`config.mk`:
```
export PLATFORM = sky130hd
export DESIGN_NAME = resp_buffer_pe_flat
export DESIGN_NICKNAME = d
export VERILOG_FILES = /design/src/rtl/pe_intc_pkg.sv /design/src/rtl/resp_buffer_pe_if.sv /design/src/rtl/resp_fifo_pe.sv /design/src/rtl/resp_buffer_pe.sv /design/src/flat_wrapper.sv
export SDC_FILE = /design/constraint.sdc
export NUM_CORES = 1
export LEC_CHECK = 0
export BUFFER_PORTS_ARGS = -buffer_cell sky130_fd_sc_hd__buf_2
export CAP_MARGIN = 20
export CORE_MARGIN = 2
export CORE_UTILIZATION = 50
export DETAILED_ROUTE_END_ITERATION = 12
export PLACE_DENSITY = 0.73
export SETUP_SLACK_MARGIN = 0.1
export SLEW_MARGIN = 20
export SYNTH_ARGS = -nofsm -noshare
export SYNTH_HDL_FRONTEND = slang
export SYNTH_HIERARCHICAL = 1
export SYNTH_SLANG_ARGS = --single-unit
```
`constraint.sdc`:
```
create_clock -name clk -period 2.13 [get_ports clk]
set_input_delay 0.426 -clock clk [delete_from_list [all_inputs] [get_ports clk]]
set_output_delay 0.426 -clock clk [all_outputs]
set_load 0.01 [all_outputs]
```
`src/rtl/pe_intc_pkg.sv`:
```
// pe_intc_pkg: shared widths, depth and the response entry type for the peripheral interconnect
package pe_intc_pkg;
  localparam int PE_DATA_W = 32;
  localparam int PE_DEPTH = 4;
  localparam int PE_CNT_W = $clog2(PE_DEPTH + 1);
  typedef struct packed {
    logic opc;
    logic [PE_DATA_W-1:0] rdata;
  } resp_entry_t;
endpackage

```
`src/rtl/resp_buffer_pe_if.sv`:
```
// resp_buffer_pe_if: request/grant and response handshake bundle around resp_buffer_pe
// slave modport: the buffer (takes data_*_i, drives data_*_o); master modport: the surrounding logic
interface resp_buffer_pe_if import pe_intc_pkg::*; #(parameter int DATA_WIDTH = PE_DATA_W) ();
  logic data_req_i;
  logic data_gnt_i;
  logic data_req_o;
  logic data_gnt_o;
  logic data_r_valid_i;
  logic [DATA_WIDTH-1:0] data_r_rdata_i;
  logic data_r_opc_i;
  logic data_r_valid_o;
  logic [DATA_WIDTH-1:0] data_r_rdata_o;
  logic data_r_opc_o;
  logic data_r_ready_i;
  modport slave (
    input data_req_i, data_gnt_i, data_r_valid_i, data_r_rdata_i, data_r_opc_i, data_r_ready_i,
    output data_req_o, data_gnt_o, data_r_valid_o, data_r_rdata_o, data_r_opc_o
  );
  modport master (
    output data_req_i, data_gnt_i, data_r_valid_i, data_r_rdata_i, data_r_opc_i, data_r_ready_i,
    input data_req_o, data_gnt_o, data_r_valid_o, data_r_rdata_o, data_r_opc_o
  );
endinterface

```
`src/rtl/resp_fifo_pe.sv`:
```
// resp_fifo_pe: in-order circular response FIFO with optional fall-through
// ports: clk, rst_n (async active-low), i_push/i_data write side, i_pop/o_data read side,
//        o_full, o_empty (nothing presentable at the output), o_count (stored entries)
// RESP_BUFFER_PE_FALLTHROUGH_EN: an empty FIFO presents a pushed entry in the same cycle
module resp_fifo_pe import pe_intc_pkg::*; #(parameter int DEPTH = PE_DEPTH) (
  input  logic clk,
  input  logic rst_n,
  input  logic i_push,
  input  resp_entry_t i_data,
  input  logic i_pop,
  output resp_entry_t o_data,
  output logic o_full,
  output logic o_empty,
  output logic [$clog2(DEPTH+1)-1:0] o_count
);
  localparam int PW = $clog2(DEPTH);
  localparam int CW = $clog2(DEPTH + 1);
  logic [PW-1:0] r_wptr, r_rptr;
  logic [CW-1:0] r_count;
  resp_entry_t r_mem [DEPTH];
  logic w_none, w_wr, w_rd;
  assign w_none = r_count == '0;
  assign w_rd = i_pop & !w_none;
`ifdef RESP_BUFFER_PE_FALLTHROUGH_EN
  // a bypassed entry consumed in the same cycle never occupies a slot
  assign w_wr = i_push & !(w_none & i_pop);
  assign o_empty = w_none & !i_push;
  assign o_data = w_none ? i_data : r_mem[r_rptr];
`else
  assign w_wr = i_push;
  assign o_empty = w_none;
  assign o_data = r_mem[r_rptr];
`endif
  assign o_full = r_count == CW'(DEPTH);
  assign o_count = r_count;
  always_ff @(posedge clk or negedge rst_n) begin
    if (!rst_n) begin
      r_wptr <= '0;
      r_rptr <= '0;
      r_count <= '0;
      r_mem <= '{default: '0};
    end else begin
      if (w_wr) r_mem[r_wptr] <= i_data;
      r_wptr <= w_wr ? r_wptr + 1'b1 : r_wptr;
      r_rptr <= w_rd ? r_rptr + 1'b1 : r_rptr;
      r_count <= (w_wr & !w_rd) ? r_count + 1'b1 : (w_rd & !w_wr) ? r_count - 1'b1 : r_count;
    end
  end
endmodule

```
`src/rtl/resp_buffer_pe.sv`:
```
// resp_buffer_pe: master-side response buffer with credit-based request throttling
// ports: clk, rst_n (async active-low), bus (resp_buffer_pe_if.slave: req/gnt gating and
//        response valid/ready), outstanding_o (accepted, not yet popped), overflow_o (sticky)
// RESP_BUFFER_PE_FALLTHROUGH_EN: 0-cycle response path when the FIFO is empty
module resp_buffer_pe import pe_intc_pkg::*; (
  input  logic clk,
  input  logic rst_n,
  resp_buffer_pe_if.slave bus,
  output logic [PE_CNT_W-1:0] outstanding_o,
  output logic overflow_o
);
  logic [PE_CNT_W-1:0] r_outstanding, w_fifo_count, w_inflight;
  logic r_overflow;
  logic w_credit, w_accept, w_pop, w_push, w_unexp, w_full, w_empty;
  resp_entry_t w_din, w_dout;
  assign w_credit = r_outstanding < PE_CNT_W'(PE_DEPTH);
  assign bus.data_req_o = bus.data_req_i & w_credit;
  assign bus.data_gnt_o = bus.data_gnt_i & w_credit;
  assign w_accept = bus.data_req_o & bus.data_gnt_i;
  assign w_pop = bus.data_r_valid_o & bus.data_r_ready_i;
  // responses still owed by the tree; a response with none owed is a protocol error
  assign w_inflight = r_outstanding - w_fifo_count;
  assign w_push = bus.data_r_valid_i & (w_inflight != '0) & !w_full;
  assign w_unexp = bus.data_r_valid_i & (w_inflight == '0);
  assign w_din = '{opc: bus.data_r_opc_i, rdata: bus.data_r_rdata_i};
  assign bus.data_r_valid_o = !w_empty;
  assign bus.data_r_rdata_o = w_dout.rdata;
  assign bus.data_r_opc_o = w_dout.opc;
  assign outstanding_o = r_outstanding;
  assign overflow_o = r_overflow;
  resp_fifo_pe #(.DEPTH(PE_DEPTH)) u_fifo (
    .clk(clk),
    .rst_n(rst_n),
    .i_push(w_push),
    .i_data(w_din),
    .i_pop(w_pop),
    .o_data(w_dout),
    .o_full(w_full),
    .o_empty(w_empty),
    .o_count(w_fifo_count)
  );
  always_ff @(posedge clk or negedge rst_n) begin
    if (!rst_n) begin
      r_outstanding <= '0;
      r_overflow <= 1'b0;
    end else begin
      r_outstanding <= (w_accept & !w_pop) ? r_outstanding + 1'b1 :
                       (w_pop & !w_accept) ? r_outstanding - 1'b1 : r_outstanding;
      r_overflow <= r_overflow | w_unexp;
    end
  end
endmodule

```
`src/flat_wrapper.sv`:
```
// flat-port wrapper written by rule: the top's interface ports become plain ports
module resp_buffer_pe_flat import pe_intc_pkg::*;
  (clk, rst_n, outstanding_o, overflow_o, bus_data_req_i, bus_data_gnt_i, bus_data_r_valid_i, bus_data_r_rdata_i, bus_data_r_opc_i, bus_data_r_ready_i, bus_data_req_o, bus_data_gnt_o, bus_data_r_valid_o, bus_data_r_rdata_o, bus_data_r_opc_o);
  resp_buffer_pe_if bus_i ();
  input  logic clk;
  input  logic rst_n;
  output logic [PE_CNT_W-1:0] outstanding_o;
  output logic overflow_o;
  input wire logic [$bits(bus_i.data_req_i)-1:0] bus_data_req_i;
  input wire logic [$bits(bus_i.data_gnt_i)-1:0] bus_data_gnt_i;
  input wire logic [$bits(bus_i.data_r_valid_i)-1:0] bus_data_r_valid_i;
  input wire logic [$bits(bus_i.data_r_rdata_i)-1:0] bus_data_r_rdata_i;
  input wire logic [$bits(bus_i.data_r_opc_i)-1:0] bus_data_r_opc_i;
  input wire logic [$bits(bus_i.data_r_ready_i)-1:0] bus_data_r_ready_i;
  output wire logic [$bits(bus_i.data_req_o)-1:0] bus_data_req_o;
  output wire logic [$bits(bus_i.data_gnt_o)-1:0] bus_data_gnt_o;
  output wire logic [$bits(bus_i.data_r_valid_o)-1:0] bus_data_r_valid_o;
  output wire logic [$bits(bus_i.data_r_rdata_o)-1:0] bus_data_r_rdata_o;
  output wire logic [$bits(bus_i.data_r_opc_o)-1:0] bus_data_r_opc_o;
  assign bus_i.data_req_i = bus_data_req_i;
  assign bus_i.data_gnt_i = bus_data_gnt_i;
  assign bus_i.data_r_valid_i = bus_data_r_valid_i;
  assign bus_i.data_r_rdata_i = bus_data_r_rdata_i;
  assign bus_i.data_r_opc_i = bus_data_r_opc_i;
  assign bus_i.data_r_ready_i = bus_data_r_ready_i;
  assign bus_data_req_o = bus_i.data_req_o;
  assign bus_data_gnt_o = bus_i.data_gnt_o;
  assign bus_data_r_valid_o = bus_i.data_r_valid_o;
  assign bus_data_r_rdata_o = bus_i.data_r_rdata_o;
  assign bus_data_r_opc_o = bus_i.data_r_opc_o;
  resp_buffer_pe u_core (.clk(clk), .rst_n(rst_n), .bus(bus_i), .outstanding_o(outstanding_o), .overflow_o(overflow_o));
endmodule
```
==> flow_metrics.tcl, run 1 <==
set metrics [dict create \
    most_numerous_cell_in_the_yosys_netlist "dfrtp_1" \
    slew_violations 0 \
    remaining_drc_errors 0 \
    fmax_ghz 0.450 \
    place_hpwl_um 8330 \
    post_synth_mux_area_share_pct 35.1 \
    globalplace.congestion 0.701 \
    synthesis.area_sq_um 6470 \
    first_pass_iters 4 \
    clock_power_share_pct 18.9 \
    data_required_critical_path_ps 1700 \
    maxCapViolCount 0 \
    pwr-share-seq_pct 31.0 \
    tightest_slew_ps 430 \
    hold_path_class "in -> reg" \
    vdd_ir_drop_max_mv 1.12 \
    main_combinational_cell_family_by_area_after_synthesis "multiplexers" \
    synthSimpleGateAreaFrac_pct 1.43 \
    wirelength_per_cell_um 20.6 \
    overflow 0 \
    flow.area_growth_from_synthesis_pct 33.9 \
    dominant_cells_by_area_after_synthesis "dfrtp_1 55%, mux2_2 23%, mux4_2 9.7%" \
    synthAdderAreaFrac_pct 2.16 \
    vias 3812 \
    clk_root_buffer_cell "clkbuf_16" \
    post-route-period-util_pct 104 \
    finalHoldViolCount 0 \
    synth_top_flop_cell "dfrtp_1" \
    synth_xor_xnor_area_share_pct 1.49 \
    netlist.top_cell.by_area "dfrtp_1" \
    finClkSkew_ps 8.80 \
    syn-instance-count 381 \
    core_sq_um 12600 \
    clock_sink_count 143 \
    antenna_found_initial 0 \
    period_minus_slack_ps 2220 \
    comb_power_share_pct 50.1 \
    worst_setup_path_endpoint "bus_data_r_rdata_o[1]" \
    vias_in_the_first_global_route 4180 \
    ctsHtreeMaxLevel 4 \
    detail-route-antenna-nets 0 \
    p_leak_nw 3.99 \
    route.final.wire_length_um 14300 \
    rsz0062_at_grt "true" \
    dp_worst_setup_slack_ps -92.4 \
    tns_ps -3450 \
    timing.critical_path.to_type "primary output" \
    cts.clk_slew.worst_paths_ps 60 \
    final_critical_path_setup_slack_ps -93.6 \
    synth_top_area_share_pct 55.3 \
    worst-r2r-cell-count 11 \
    criticalPathCategory "reg -> out" \
    ys_seq_area_share_pct 55.3 \
    fp.dieArea_sq_um 13900 \
    max-clock-path-buffers 2 \
    drt_iter0_drc 173 \
    worstSkewPairLatency_ps 420 \
    violated_checks "setup timing" \
    chipWidth_um 118 \
    synth.avg_cell_area_sq_um 17.0 \
    reg2reg_to "u_core/u_fifo/o_count[2]$_DFFE_PN0P_" \
    worst_ep_arrival_time_ps 1800 \
    inserted_diodes 0 \
    synth_edf_count 0 \
    worst_reg2reg_startpoint "u_core/outstanding_o[0]$_DFFE_PN0P_" \
    design.portCount 79 \
    slew-limit-headroom_pct 71.4 \
    port_buffers 78 \
    post_syn_nets 430 \
    drive_above_1_share_pct 66.7 \
    fp-row-count 41 \
    power_switching_share_pct 30.7 \
    worst_setup_slack_for_register_to_register_paths_ps -90 \
    grtUsageTotal_pct 21.2 \
    nNetsFinal 558 \
    cellPowerDensity_nw_per_um2 1830 \
    count_of_distinct_cell_types_in_the_synthesized_netlist 25 \
    worst_setup_path_start_kind "flop" \
    setup_viol 97 \
    chipHeight_um 118 \
    p_sw_mw 4.86 \
    global_route_wire_length_before_repair_um 22500 \
    n_fill_cell 875 \
    floorplan.initialDensity_pct 51.3 \
    route.detailed.vias_per_inst 5.49 \
    ys_async_sr_fraction_pct 100 \
    synth_compound_area_share_pct 0.367 \
    ys_top_cells_by_count "143 x dfrtp_1, 134 x mux2_2, 28 x mux4_2" \
    ys_seq_elements 143 \
    internal-power_mw 11.0 \
    grt_start_max_net_pins 45 \
    status "finished, violations left" \
    final_util_pct 68.7 \
    critical_path.startpoint "u_core/u_fifo/r_rptr[0]$_DFFE_PN0P_" \
    yosysWarnings 6 \
    cts_inserted_buffers 17 \
    critical_path.max_fanout 5 \
    tritoncts_clock_tree "done" \
]
==> critical path, stage by stage (launching register included) <==
cell and delay, ps:
dfrtp_2 440, buf_12 130, clkbuf_16 150, mux4_2 510, buf_6 140
==> flip-flops by register name, indices dropped and copies added (netlist names) <==
register / flops
u_core/u_fifo/o_count: 3
u_core/overflow_o: 1
u_core/outstanding_o: 3
u_core/u_fifo/r_rptr: 2
u_core/u_fifo/r_mem: 132
u_core/u_fifo/r_wptr: 2
==> worst min path at each step <==
stage                                                 endpoint              startpoint  cells past startpoint  slack [ps]
final                     u_core/u_fifo/r_mem[105]$_DFFE_PN0P_   bus_data_r_rdata_i[6]                      2         280
after global routing      u_core/u_fifo/r_mem[106]$_DFFE_PN0P_   bus_data_r_rdata_i[7]                      2         260
after CTS                 u_core/u_fifo/r_mem[123]$_DFFE_PN0P_  bus_data_r_rdata_i[24]                      2         260
after detailed placement   u_core/u_fifo/r_mem[73]$_DFFE_PN0P_                   rst_n                      1         380
after global placement     u_core/u_fifo/r_mem[73]$_DFFE_PN0P_                   rst_n                      1         370
after floorplan            u_core/outstanding_o[0]$_DFFE_PN0P_                   rst_n                      0         130
==> layer usage <==
| layer | global-route usage [%] | wire [um] | vias to the layer above |
|---|---|---|---|
| met1 | 27.0 | 5920 | 2028 |
| met5 | 0 | 0 | - |
| li1 | - | - | 1669 |
| met2 | 35.1 | 7430 | 97 |
| met4 | 7.00 | 175 | 0 |
| met3 | 6.30 | 743 | 18 |
==> placed cells by master, fill, tap and decap left out, types with 2 or more instances in the layout <==
| master | instances |
|---|---|
| nor2_1 | 2 |
| xnor2_1 | 4 |
| dfrtp_1 | 140 |
| inv_2 | 2 |
| mux2_2 | 97 |
| clkbuf_8 | 2 |
| clkbuf_16 | 22 |
| dfrtp_2 | 3 |
| buf_12 | 17 |
| clkinvlp_4 | 2 |
| bufinv_16 | 3 |
| ha_1 | 4 |
| inv_1 | 8 |
| xor2_1 | 6 |
| nand2_8 | 4 |
| and2b_2 | 2 |
| clkinv_2 | 5 |
| mux2_4 | 37 |
| buf_2 | 59 |
| buf_16 | 7 |
| ha_2 | 3 |
| buf_8 | 4 |
| nand2_2 | 2 |
| fa_2 | 2 |
| clkbuf_1 | 2 |
| buf_4 | 18 |
| buf_6 | 19 |
| mux4_2 | 32 |
==> repair_timing <==
action,CTS,global route
pin swaps,2,0
gates resized for setup,71,18
setup buffers,5,2
hold endpoints to repair,42,0
cloned,6,8
hold buffers,1,0
endpoints found under the setup margin,113,169
==> power groups by stage <==
stage          sequential, mW  combinational [mW]  clock [mW]
6_report                 4.91                7.94        2.99
5_1_grt                  5.07                8.45        3.17
4_1_cts                  4.87                7.42        3.06
3_5_place_dp             4.88                6.21           0
3_3_place_gp             4.74                6.04           0
2_1_floorplan            4.67                4.55           0
==> layout make-up <==
type	count	area [sq um]	share of cell area [%]
flip-flops and latches	143	3580	41.3
well taps	172	215	2.48
multi-input cells	207	2860	33.0
repair buffers	130	1370	15.8
clock buffers	21	460	5.31
clock inverters	11	139	1.60
inverters	10	37.5	0.433
==> kinds of logic after synthesis <==
kind of cell	after synthesis
XOR/XNOR	11
adder cells (fa/ha/maj)	10
AO/OA/AOI/OAI	3
multiplexers	167
AND/OR/NAND/NOR	16
buffers and inverters	31
flip-flops	143
==> metrics by stage <==
step / std cells / hold WS (ps) / instance area [sq um] / total power, mW
after global routing: 694 / 265 / 8670 / 16.7
final: 694 / 275 / 8670 / 15.8
after CTS: 685 / 257 / 8410 / 15.3
after detailed placement: 641 / 380 / 7290 / 11.1
after global placement: 641 / 370 / 7290 / 10.8
after floorplan: 381 / 130 / 6520 / 9.22
Note: power is estimated with default switching activity, not from simulation.
==> inputs of run 2 (changes only) <==
- BUFFER_PORTS_ARGS: -buffer_cell sky130_fd_sc_hd__buf_2 -> unset
- DONT_BUFFER_PORTS: unset -> 1
- PLACE_DENSITY: 0.73 -> 0.68
==> run 2 against run 1 <==
  * The run ends with hold timing, setup timing left
  * Cell count fell by 11%
  * Design area fell by 5.8%
  * Largest cell class unchanged
  * Worst hold slack lost 570 ps
  * Setup slack better by 8.6 ps
  * Critical endpoint is now u_core/u_fifo/o_count[2]$_DFFE_PN0P_
  * Critical path depth grew 6
==> flow_metrics.tcl, run 2 (same netlist as run 1, synthesis figures left out) <==
set metrics [dict create \
    internal-power_mw 10.1 \
    core_sq_um 12600 \
    slew-limit-headroom_pct 82.8 \
    clk_root_buffer_cell "clkbuf_16" \
    mostFrequentLayoutCell "dfrtp_1" \
    chipWidth_um 118 \
    hold_path_class "in -> async" \
    tns_ps -3740 \
    grtUsageTotal_pct 21.5 \
    holdWs_ps -298 \
    remaining_drc_errors 0 \
    layout.cell_area.non_filler_sq_um 8160 \
    worst_ep_arrival_time_ps 2550 \
    cts.clk_slew.worst_paths_ps 60 \
    cts_inserted_buffers 17 \
    tritoncts_clock_tree "done" \
    maxCapViolCount 0 \
    chipHeight_um 118 \
    pwr-share-seq_pct 33.0 \
    globalplace.congestion 0.735 \
    max-clock-path-buffers 2 \
    setup_viol 96 \
    finClkSkew_ps 11.4 \
    grt_start_max_net_pins 144 \
    vias_in_the_first_global_route 3979 \
    regMostFlops "u_core/u_fifo/r_mem" \
    p_sw_mw 4.74 \
    fp-row-count 41 \
    drive_above_1_share_pct 62.6 \
    design.portCount 79 \
    violated_checks "hold timing, setup timing" \
    route.final.wire_length_um 13800 \
    tightest_slew_ps 258 \
    finalHoldViolCount 143 \
    data_required_critical_path_ps 2470 \
    first_pass_iters 4 \
    worst-r2r-cell-count 10 \
    power_switching_share_pct 31.8 \
    antenna_found_initial 0 \
    global_route_wire_length_before_repair_um 22300 \
    criticalPathCategory "reg -> reg" \
    worst_setup_slack_for_register_to_register_paths_ps -80 \
    layout_common_cells "140 x dfrtp_1, 101 x mux2_2, 33 x mux4_2, 33 x mux2_4, 18 x clkbuf_16" \
    vdd_ir_drop_max_mv 1.07 \
    ctsHtreeMaxLevel 4 \
    flow.area_growth_from_synthesis_pct 26.0 \
    clock_power_share_pct 18.9 \
    vias 3446 \
    floorplan.initialDensity_pct 51.3 \
    timing.critical_path.to_type "flop" \
    port_buffers 0 \
    fp.dieArea_sq_um 13900 \
    nNetsFinal 483 \
    overflow 0 \
    placed_area_sq_um 6820 \
    comb_power_share_pct 48.1 \
    max_ffs_per_register 132 \
    status "finished, violations left" \
    period_minus_slack_ps 2210 \
    route.detailed.vias_per_inst 5.57 \
    worst_setup_path_start_kind "flop" \
    critical_path.max_fanout 3 \
    post-route-period-util_pct 104 \
    p_leak_nw 3.62 \
    rsz0062_at_grt "true" \
    slew_violations 0 \
    clock_sink_count 143 \
    fmax_ghz 0.451 \
    drt_iter0_drc 152 \
    worstSkewPairLatency_ps 420 \
    place_hpwl_um 7400 \
    detail-route-antenna-nets 0 \
    inserted_diodes 0 \
    cellPowerDensity_nw_per_um2 1820 \
    wirelength_per_cell_um 22.3 \
    final_critical_path_setup_slack_ps -85.0 \
]
## run 2: worst paths after layout
check                                                        to                                  from
min in group clk            u_core/u_fifo/r_mem[96]$_DFFE_PN0P_                bus_data_r_rdata_i[30]
min                        u_core/u_fifo/r_mem[106]$_DFFE_PN0P_                                 rst_n
max                        u_core/u_fifo/o_count[2]$_DFFE_PN0P_  u_core/u_fifo/o_count[0]$_DFFE_PN0P_
max reg2reg                u_core/u_fifo/o_count[2]$_DFFE_PN0P_  u_core/u_fifo/o_count[0]$_DFFE_PN0P_
max in group asynchronous   u_core/outstanding_o[0]$_DFFE_PN0P_                                 rst_n
min reg2reg                 u_core/u_fifo/r_mem[35]$_DFFE_PN0P_   u_core/u_fifo/r_mem[35]$_DFFE_PN0P_
## run 2: metal layers
metal  vias up  GRT usage (%)  share of wire [%]
met5         -              0                  0
met4         0           7.30                1.1
met3        10           7.51                6.1
met2        79           35.0                 50
met1      1840           27.0                 43
li1       1517              -                  -
## run 2: critical path: stages, from the launching register on
cell and delay [ps]:
dfrtp_1 410, ha_2 180, nor2b_4 120, xnor2_2 140, a311oi_2 250, ha_2 240
inv_2 40, fa_2 330, xor2_1 150, nor2_1 130, xor2_1 140
## run 2: per-stage QoR
| step | power [mW] | instances | setup WS [ps] | util, % | hold WS (ps) |
|---|---|---|---|---|---|
| floorplan | 9.22 | 381 | -24.4 | - | 130 |
| global placement | 10.2 | 558 | -14.6 | 54.1 | 134 |
| detailed placement | 10.4 | 558 | -118 | 54.1 | 135 |
| CTS | 14.9 | 619 | -81.5 | 64.5 | -324 |
| global route | 15.7 | 619 | -209 | 64.7 | -323 |
| finish | 14.9 | 619 | -85.0 | 64.7 | -298 |
## run 2: layout make-up
class	count	area, sq um
inverters	10	37.5
clock inverters	15	138
fillers	956	4460
well taps	172	215
multi-input cells	207	2850
clock buffers	17	425
flip-flops and latches	143	3580
repair buffers	55	916
## run 2: power by group through the flow
stage	logic [mW]	registers, mW	clock network, mW
after floorplan	4.55	4.67	0
after global placement	5.38	4.80	0
after detailed placement	5.53	4.91	0
after CTS	7.21	4.87	2.87
after global routing	7.59	5.06	3.00
final	7.16	4.90	2.81
## run 2: timing repair
action | in CTS | in global routing
pin swaps | 3 | 3
buffers inserted | 17 | 0
endpoints found under the hold margin | 143 | 143
gates resized for setup | 73 | 9
gates cloned | 12 | 1
setup endpoints to repair | 147 | 169
